===== config.mk =====
export PLATFORM = sky130hd
export DESIGN_NAME = fb_write_queue
export DESIGN_NICKNAME = d
export VERILOG_FILES = /design/src/rtl/fb_write_queue.sv
export SDC_FILE = /design/constraint.sdc
export NUM_CORES = 1
export LEC_CHECK = 0
export ABC_AREA = 1
export CORE_UTILIZATION = 25
export DETAILED_ROUTE_END_ITERATION = 6
export GPL_TIMING_DRIVEN = 0
export HOLD_SLACK_MARGIN = 0.08
export PLACE_DENSITY = 0.37
export SYNTH_ARGS = -nofsm -noshare
export SYNTH_HDL_FRONTEND = slang
export SYNTH_SLANG_ARGS = --single-unit

===== constraint.sdc =====
create_clock -name clk_in -period 5.4 [get_ports clk_in]
set_clock_uncertainty 0.1 [all_clocks]
set_input_delay 0.81 -clock clk_in [delete_from_list [all_inputs] [get_ports clk_in]]
set_output_delay 0.81 -clock clk_in [all_outputs]
set_load 0.01 [all_outputs]

===== src/rtl/fb_write_queue.sv =====
// rtl/fb_write_queue.sv - framebuffer write queue
// Buffers toggle-signalled RAM writes and drains them to the framebuffer port when fb_ready is high.
module fb_write_queue #(
  parameter int PIXEL_WIDTH     = 64,
  parameter int PIXEL_HEIGHT    = 32,
  parameter int BYTES_PER_PIXEL = 2,
  parameter int FIFO_DEPTH      = 8,
  localparam int ADDR_W = $clog2(PIXEL_WIDTH * PIXEL_HEIGHT * BYTES_PER_PIXEL),
  localparam int LVL_W  = $clog2(FIFO_DEPTH) + 1
) (
  input  logic              clk_in,
  input  logic              reset,
  input  logic              wr_toggle,
  input  logic              wr_enable,
  input  logic [ADDR_W-1:0] wr_address,
  input  logic [7:0]        wr_data,
  input  logic              fb_ready,
  output logic              fb_write,
  output logic [ADDR_W-1:0] fb_address,
  output logic [7:0]        fb_data,
  input  logic              clear_overflow,
  output logic              overflow,
  output logic [LVL_W-1:0]  fifo_level,
  output logic              busy
);

  localparam int PTR_W = $clog2(FIFO_DEPTH);
  localparam int ENT_W = ADDR_W + 8;
  localparam logic [LVL_W-1:0] FULL_LVL = LVL_W'(FIFO_DEPTH);

  logic              toggle_q, toggle_d;
  logic [PTR_W-1:0]  wr_ptr_q, wr_ptr_d;
  logic [PTR_W-1:0]  rd_ptr_q, rd_ptr_d;
  logic [LVL_W-1:0]  level_q, level_d;
  logic              fb_write_q, fb_write_d;
  logic [ADDR_W-1:0] fb_address_q, fb_address_d;
  logic [7:0]        fb_data_q, fb_data_d;
  logic              overflow_q, overflow_d;
  logic              busy_q, busy_d;
  logic [ENT_W-1:0]  mem_q [FIFO_DEPTH];
  logic [ENT_W-1:0]  mem_d [FIFO_DEPTH];

  logic push_req;
  logic pop;
  logic full;
  logic push_ok;
  logic drop;

  always_comb begin
    toggle_d     = wr_toggle;
    wr_ptr_d     = wr_ptr_q;
    rd_ptr_d     = rd_ptr_q;
    level_d      = level_q;
    fb_write_d   = 1'b0;
    fb_address_d = fb_address_q;
    fb_data_d    = fb_data_q;
    overflow_d   = overflow_q;
    mem_d        = mem_q;

    push_req = (wr_toggle != toggle_q) & wr_enable;
    full     = (level_q == FULL_LVL);
    pop      = (level_q != '0) & fb_ready;
    // A full queue still accepts when the head leaves in the same cycle.
    push_ok  = push_req & (~full | pop);
    drop     = push_req & full & ~pop;

    if (push_ok) begin
      mem_d[wr_ptr_q] = {wr_address, wr_data};
      wr_ptr_d        = wr_ptr_q + PTR_W'(1);
    end

    if (pop) begin
      {fb_address_d, fb_data_d} = mem_q[rd_ptr_q];
      fb_write_d                = 1'b1;
      rd_ptr_d                  = rd_ptr_q + PTR_W'(1);
    end

    case ({push_ok, pop})
      2'b10:   level_d = level_q + LVL_W'(1);
      2'b01:   level_d = level_q - LVL_W'(1);
      default: level_d = level_q;
    endcase

    // A drop in the same cycle as a clear leaves the flag set.
    if (drop) begin
      overflow_d = 1'b1;
    end else if (clear_overflow) begin
      overflow_d = 1'b0;
    end

    busy_d = (level_d != '0) | fb_write_d;
  end

  always_ff @(posedge clk_in) begin
    if (reset) begin
      toggle_q     <= 1'b0;
      wr_ptr_q     <= '0;
      rd_ptr_q     <= '0;
      level_q      <= '0;
      fb_write_q   <= 1'b0;
      fb_address_q <= '0;
      fb_data_q    <= '0;
      overflow_q   <= 1'b0;
      busy_q       <= 1'b0;
    end else begin
      toggle_q     <= toggle_d;
      wr_ptr_q     <= wr_ptr_d;
      rd_ptr_q     <= rd_ptr_d;
      level_q      <= level_d;
      fb_write_q   <= fb_write_d;
      fb_address_q <= fb_address_d;
      fb_data_q    <= fb_data_d;
      overflow_q   <= overflow_d;
      busy_q       <= busy_d;
    end
  end

  // Storage needs no reset: an entry is only read after it has been written.
  always_ff @(posedge clk_in) begin
    mem_q <= mem_d;
  end

  assign fb_write   = fb_write_q;
  assign fb_address = fb_address_q;
  assign fb_data    = fb_data_q;
  assign overflow   = overflow_q;
  assign fifo_level = level_q;
  assign busy       = busy_q;

endmodule


After elaboration in Yosys (flattened, before gate mapping). Index checks and enable logic that the tools add are counted.

Muxes and demuxes: 10. Bitwise gates (word level): 11. Equal/unequal tests: 4. Reductions and logical operators: 4. $lt $le $gt $ge: 3. $add $sub $neg: 4.

Operators with widths (number): $bwmux 160 (1); $bmux 20 s3 (1); $demux 20 s3 (1); $mux 20 (3); $ge 4x4->1 const B (2); $not 3->4 (2); $pmux 4 s2 (1); $reduce_bool 4->1 (2); $add 3x1->3 const B (2); $and 1x1->1 (5); $add 4x1->4 const B (1); $eq 4x4->1 const B (1); $lt 4x1->1 const B (1); $sub 4x1->4 const B (1); $mux 1 (3); $eq 2x1->1 const B (1); $eq 2x2->1 const B (1); $not 1->1 (2); $or 1x1->1 (2); $reduce_bool 2->1 (1); $logic_and 1x1->1 (1); $ne 1x1->1 (1).

Register bits after elaboration: 194. Input port bits: 26. Word-level logic and storage cells: 53.

Logic depth before layout (Yosys ltp).
Word-level depth: 8. Depth in mapped cells: 18. Mapped depth without buffers: 17.

Worst setup path after synthesis. No wires, ideal clock.

Kind: input -> register. Start: input wr_toggle. End: register mem_q[140] (netlist name) (enable). Stages: 6. Setup slack: 2630 ps. Arrival time: 2273 ps. Setup time: 397 ps. Path through: nand2_1 > nand2_1 > nor2_1 > o21ai_2 > or2_4 > nor2_1.

Word-level cells in the longest chain between the ends: 3.

Ends and longest elaborated chain: start: declaration (line 13) `input logic wr_toggle,`; $ne 1x1->1 (line 60) `push_req = (wr_toggle != toggle_q) & wr_enable;`; $and 1x1->1 (line 60); $and 1x1->1 (line 64) `push_ok = push_req & (~full | pop);`; end signal: assignment (line 120) `mem_q <= mem_d;`; end: declaration (line 40) `logic [ENT_W-1:0] mem_q [FIFO_DEPTH];`.

No other way between the ends. A chain may end at the register's enable or synchronous reset.

Final worst setup path.
Start: input fb_ready. End: register busy_q, in the netlist busy.

Word-level cells in the longest chain between the ends: 7.

Ends and longest elaborated chain: start: declaration (line 17) `input logic fb_ready,`; $and 1x1->1 (*) (line 62) `pop = (level_q != '0) & fb_ready;`; $or 1x1->1 (line 64); $and 1x1->1 (line 64); $eq 2x1->1 or $eq 2x2->1 (tied branches) (line 78) `case ({push_ok, pop})`; $pmux 4 s2 (line 78); $reduce_bool 4->1 (line 91) `busy_d = (level_d != '0) | fb_write_d;`; $or 1x1->1 (*) (line 91); end signal: assignment (line 114) `busy_q <= busy_d;`; end: declaration (line 39) `logic busy_q, busy_d;`.

Mark *: on every way between the ends. The rest lies on a longest branch, timed or not.

==> impl_results.html <==
<table>
<tr><th>Metric</th><th>Value</th></tr>
<tr><th colspan="2">Run status</th></tr>
<tr><td>Run status</td><td>completed</td></tr>
<tr><th colspan="2">Placed design</th></tr>
<tr><td>Total half-perimeter wirelength after legalization and detailed placement</td><td>13800 um</td></tr>
<tr><td>Final GP Congestion</td><td>0.738</td></tr>
<tr><td>Worst Setup Slack post-DPL</td><td>2050 ps</td></tr>
<tr><td>Port Buffer Count</td><td>52</td></tr>
<tr><th colspan="2">Worst setup path</th></tr>
<tr><td>Gate family responsible for the most delay along the worst path</td><td>simple AND/OR/NAND/NOR gates</td></tr>
<tr><td>Data arrival time of the critical path</td><td>3090 ps</td></tr>
<tr><td>Class of the most critical setup path</td><td>in -&gt; reg</td></tr>
<tr><td>CP Data Required Time</td><td>5630 ps</td></tr>
<tr><td>Critical path buffers and inverters</td><td>3</td></tr>
<tr><td>Cells traversed along the worst timing path</td><td>clkdlybuf4s50_1 -&gt; nor2_1 -&gt; nand2_1 -&gt; o21ai_2 -&gt; ha_1 -&gt; nand2_1 -&gt; inv_1 -&gt; nor2_1 -&gt; ha_1 -&gt; nand2_1 -&gt; nand2_1 -&gt; nor2_1 -&gt; nand2_1 -&gt; nand2_1 -&gt; nand2_1 -&gt; inv_1 -&gt; nand2_1</td></tr>
<tr><td>Worst setup path end</td><td>busy$_SDFF_PP0_</td></tr>
<tr><td>Worst-path fanout max</td><td>8</td></tr>
<tr><td>Startpoint kind of the worst setup timing path</td><td>input port</td></tr>
<tr><td>Most used cell, CP</td><td>sky130_fd_sc_hd__nand2_1</td></tr>
<tr><td>Number of stages on the worst setup path</td><td>17</td></tr>
<tr><td>Delay of the slowest critical-path stage</td><td>450 ps</td></tr>
<tr><td>R2R cell count</td><td>18</td></tr>
<tr><td>Master of the slowest instance on the critical path</td><td>sky130_fd_sc_hd__clkdlybuf4s50_1</td></tr>
<tr><td>Startpoint of the worst-slack reg-to-reg timing path</td><td>fifo_level[1]$_SDFF_PP0_</td></tr>
<tr><td>Worst reg2reg setup slack</td><td>2870 ps</td></tr>
<tr><td>Reg2reg end</td><td>busy$_SDFF_PP0_</td></tr>
<tr><td>Nature of the critical path endpoint</td><td>flip-flop</td></tr>
<tr><td>CP Launch Point</td><td>fb_ready</td></tr>
<tr><th colspan="2">Layout</th></tr>
<tr><td>Area taken by multi-input logic gates</td><td>2170 um2</td></tr>
<tr><td>Sequential cell area in the final layout</td><td>5490 um2</td></tr>
<tr><td>Layout Utilization</td><td>31.0%</td></tr>
<tr><td>Area grow syn2layout</td><td>21.0%</td></tr>
<tr><td>Diode insertion count for antenna repair</td><td>0</td></tr>
<tr><td>Share of final-layout standard cells stronger than drive strength 1</td><td>11.3%</td></tr>
<tr><td>Final layout net count</td><td>840</td></tr>
<tr><td>FILL cells</td><td>3172</td></tr>
<tr><th colspan="2">Timing</th></tr>
<tr><td>Fraction of the cycle the final worst path needs</td><td>53.1%</td></tr>
<tr><td>Final period demand of the worst path</td><td>2870 ps</td></tr>
<tr><td>Highest clock rate</td><td>349 MHz</td></tr>
<tr><td>TNS Setup</td><td>0 ps</td></tr>
<tr><td>Unrepaired setup endpoints after global routing</td><td>false</td></tr>
<tr><td>Pin slew with the least headroom to its limit</td><td>978 ps</td></tr>
<tr><td>Final Setup Violations</td><td>0</td></tr>
<tr><td>Final count of pins violating max slew</td><td>0</td></tr>
<tr><td>Crit path setup slack, layout</td><td>2530 ps</td></tr>
<tr><td>Count of endpoints failing hold in the final timing report</td><td>0</td></tr>
<tr><td>Max-slew headroom at the worst pin</td><td>34.8%</td></tr>
<tr><th colspan="2">CTS</th></tr>
<tr><td>Worst-Skew Late Latency</td><td>430 ps</td></tr>
<tr><td>CTS-repair resized insts</td><td>0</td></tr>
<tr><td>Number of buffers on the longest clock path</td><td>2</td></tr>
<tr><td>Clock Tree Root</td><td>sky130_fd_sc_hd__clkbuf_16</td></tr>
<tr><td>Register clock-pin slew on the reported worst setup and hold paths</td><td>70 ps</td></tr>
<tr><td>Clock sinks</td><td>194</td></tr>
<tr><td>Post-CTS repair timing setup buffer count</td><td>0</td></tr>
<tr><td>Hold buffer count at cts</td><td>0</td></tr>
<tr><td>CTS tree</td><td>yes</td></tr>
<tr><td>CTS H-tree depth</td><td>4</td></tr>
<tr><td>Number of clock buffers inserted by TritonCTS</td><td>17</td></tr>
<tr><th colspan="2">Yosys</th></tr>
<tr><td>Count of distinct cell types in the synthesized netlist</td><td>29</td></tr>
<tr><td>Post-synth top flop</td><td>sky130_fd_sc_hd__edfxtp_1</td></tr>
<tr><td>Most frequently used cell type in the post-synthesis netlist</td><td>sky130_fd_sc_hd__nand2_1</td></tr>
<tr><td>Post-Syn Area</td><td>7930 um2</td></tr>
<tr><td>Top cell type by total area after synthesis</td><td>sky130_fd_sc_hd__edfxtp_1</td></tr>
<tr><td>Part of the Yosys area used for sequential elements</td><td>69.1%</td></tr>
<tr><td>Post-synth EDFFs</td><td>160</td></tr>
<tr><td>Number of synthesized register bits</td><td>194</td></tr>
<tr><td>Synth Instances</td><td>736</td></tr>
<tr><td>Commonest cells in the netlist</td><td>sky130_fd_sc_hd__nand2_1 (287), sky130_fd_sc_hd__edfxtp_1 (160), sky130_fd_sc_hd__nand3_1 (65)</td></tr>
<tr><td>Synth async-reset ratio</td><td>0%</td></tr>
<tr><td>Most area-consuming cells after synthesis</td><td>sky130_fd_sc_hd__edfxtp_1 (61%), sky130_fd_sc_hd__nand2_1 (14%), sky130_fd_sc_hd__dfxtp_1 (8.6%), sky130_fd_sc_hd__nand3_1 (4.1%), sky130_fd_sc_hd__nor2_1 (2.7%)</td></tr>
<tr><td>YS warnings</td><td>0</td></tr>
<tr><td>Syn avg cell area</td><td>10.8 um2</td></tr>
<tr><td>Post-Syn Nets</td><td>767</td></tr>
<tr><td>Share of Yosys cell area claimed by the top area cell type</td><td>60.6%</td></tr>
<tr><th colspan="2">Power and ir drop</th></tr>
<tr><td>PD cells</td><td>459 nW/um2</td></tr>
<tr><td>Pleak</td><td>3.54 nW</td></tr>
<tr><td>Largest voltage drop on the vdd net</td><td>0.245 mV</td></tr>
<tr><th colspan="2">Route</th></tr>
<tr><td>Post-detailed-route count of antenna-violating nets</td><td>0</td></tr>
<tr><td>DR vias/cell</td><td>4.30</td></tr>
<tr><td>Routed WL</td><td>22300 um</td></tr>
<tr><td>Iter 0 DRT Violations</td><td>310</td></tr>
<tr><td>Vias post-DR</td><td>5243</td></tr>
<tr><td>Initial DRT Pass Iterations</td><td>4</td></tr>
<tr><td>Remaining routing DRC violations</td><td>0</td></tr>
<tr><td>Wire length per cell after detailed routing</td><td>18.3 um</td></tr>
<tr><th colspan="2">Floorplan</th></tr>
<tr><td>Die span in x</td><td>180 um</td></tr>
<tr><td>Starting Density</td><td>25.7%</td></tr>
<tr><td>Core Rows</td><td>64</td></tr>
<tr><td>Top-Level Pins</td><td>53</td></tr>
<tr><td>Core region area</td><td>30900 um2</td></tr>
<tr><td>Die Outline Area</td><td>32500 um2</td></tr>
<tr><td>Chip Height</td><td>180 um</td></tr>
<tr><th colspan="2">Global route</th></tr>
<tr><td>Global-route wire length before repair</td><td>33200 um</td></tr>
<tr><td>Number of global-route vias before repair</td><td>5250</td></tr>
<tr><td>Antenna violations before repair</td><td>0</td></tr>
<tr><td>Leftover overflow at the end of global routing</td><td>0</td></tr>
<tr><td>Maximum number of pins on one net before global-route repair</td><td>21</td></tr>
<tr><td>Total global-route track usage</td><td>14.1%</td></tr>
<tr><th colspan="2">Flow run</th></tr>
<tr><td>Number of maximum-capacitance violations</td><td>0</td></tr>
<tr><th colspan="2">Worst hold path</th></tr>
<tr><td>Worst min-delay path category</td><td>reg -&gt; reg</td></tr>
<tr><td>Launch point of the worst hold path</td><td>fb_address[11]$_SDFFE_PP0P_</td></tr>
<tr><td>Cell depth of the worst min-delay path</td><td>2</td></tr>
</table>
[power breakdown]
group	total [W]	switching [W]	leakage [nW]	internal [W]
Sequential	0.00178	0.0000591	1.72	0.00172
Clock	0.00121	0.000541	0.278	0.000672
Combinational	0.00141	0.000910	1.54	0.000497
Total	0.00440	0.00151	3.54	0.00289
[area by class of cell]
class / instances / area share (%)
buffer: 38 / 2.61
tap: 396 / 5.16
clock buffer: 25 / 5.40
inverter: 21 / 0.847
clock inverter: 7 / 0.508
timing repair buffer: 54 / 5.74
sequential: 194 / 57.2
multi-input combinational: 483 / 22.6
[sequential cells by signal, summed over array words and instances, names as in the netlist]
signal	count
fb_data	8
overflow	1
toggle_q	1
rd_ptr_q	3
fb_address	12
fb_write	1
busy	1
wr_ptr_q	3
mem_q	160
fifo_level	4
[per-stage QoR]
stage	area, um2	hold WS, ps	cells	total power (W)
3_3_place_gp	8950	358	1184	0.00322
3_5_place_dp	9030	360	1186	0.00324
4_1_cts	9600	371	1218	0.00446
6_report	9600	369	1218	0.00440
5_1_grt	9600	390	1218	0.00467
2_1_floorplan	7930	376	736	0.00266
[cells by family after synthesis]
group                      Yosys count  synth area share [%]
and+or+nand+nor                    418                  21.1
DFF                                194                  69.1
buffers and inverters               59                  4.18
AOI/OAI and AO/OA                   57                  4.45
adders and majority gates            5                 0.789
xor gates and xnor gates             3                 0.331
[placed cells by master, fill, tap and decap left out, drive strengths merged, types with 23 or more instances in the layout]
cell type / count
inv: 23
nand2: 290
o21ai: 26
buf: 34
clkdlybuf4s50: 52
dfxtp: 34
nand3: 66
edfxtp: 160
clkbuf: 31
nor2: 59
a21oi: 30
[worst min-delay path, cell delays in order (launching register included)]
cell	delay (ps)
sky130_fd_sc_hd__dfxtp_1	310
sky130_fd_sc_hd__nand2_1	60
sky130_fd_sc_hd__a21oi_1	50
[layer usage]
layer,vias to the layer above,routed length (um),global-route usage [%]
met1,2512,10500,18.6
met5,-,0,0
met2,104,10500,23.5
li1,2613,-,-
met3,14,1010,2.87
met4,0,298,4.24
[worst min-delay path by stage]
| stage | slack [ps] | to |
|---|---|---|
| after CTS | 370 | fb_data[1]$_SDFFE_PP0P_ |
| after detailed placement | 360 | fb_data[1]$_SDFFE_PP0P_ |
| after floorplan | 380 | wr_ptr_q[0]$_SDFFE_PP0P_ |
| after global routing | 390 | fb_address[11]$_SDFFE_PP0P_ |
| after global placement | 360 | fb_address[11]$_SDFFE_PP0P_ |
| final | 370 | fb_address[11]$_SDFFE_PP0P_ |
(Power assumes the default switching activity.)
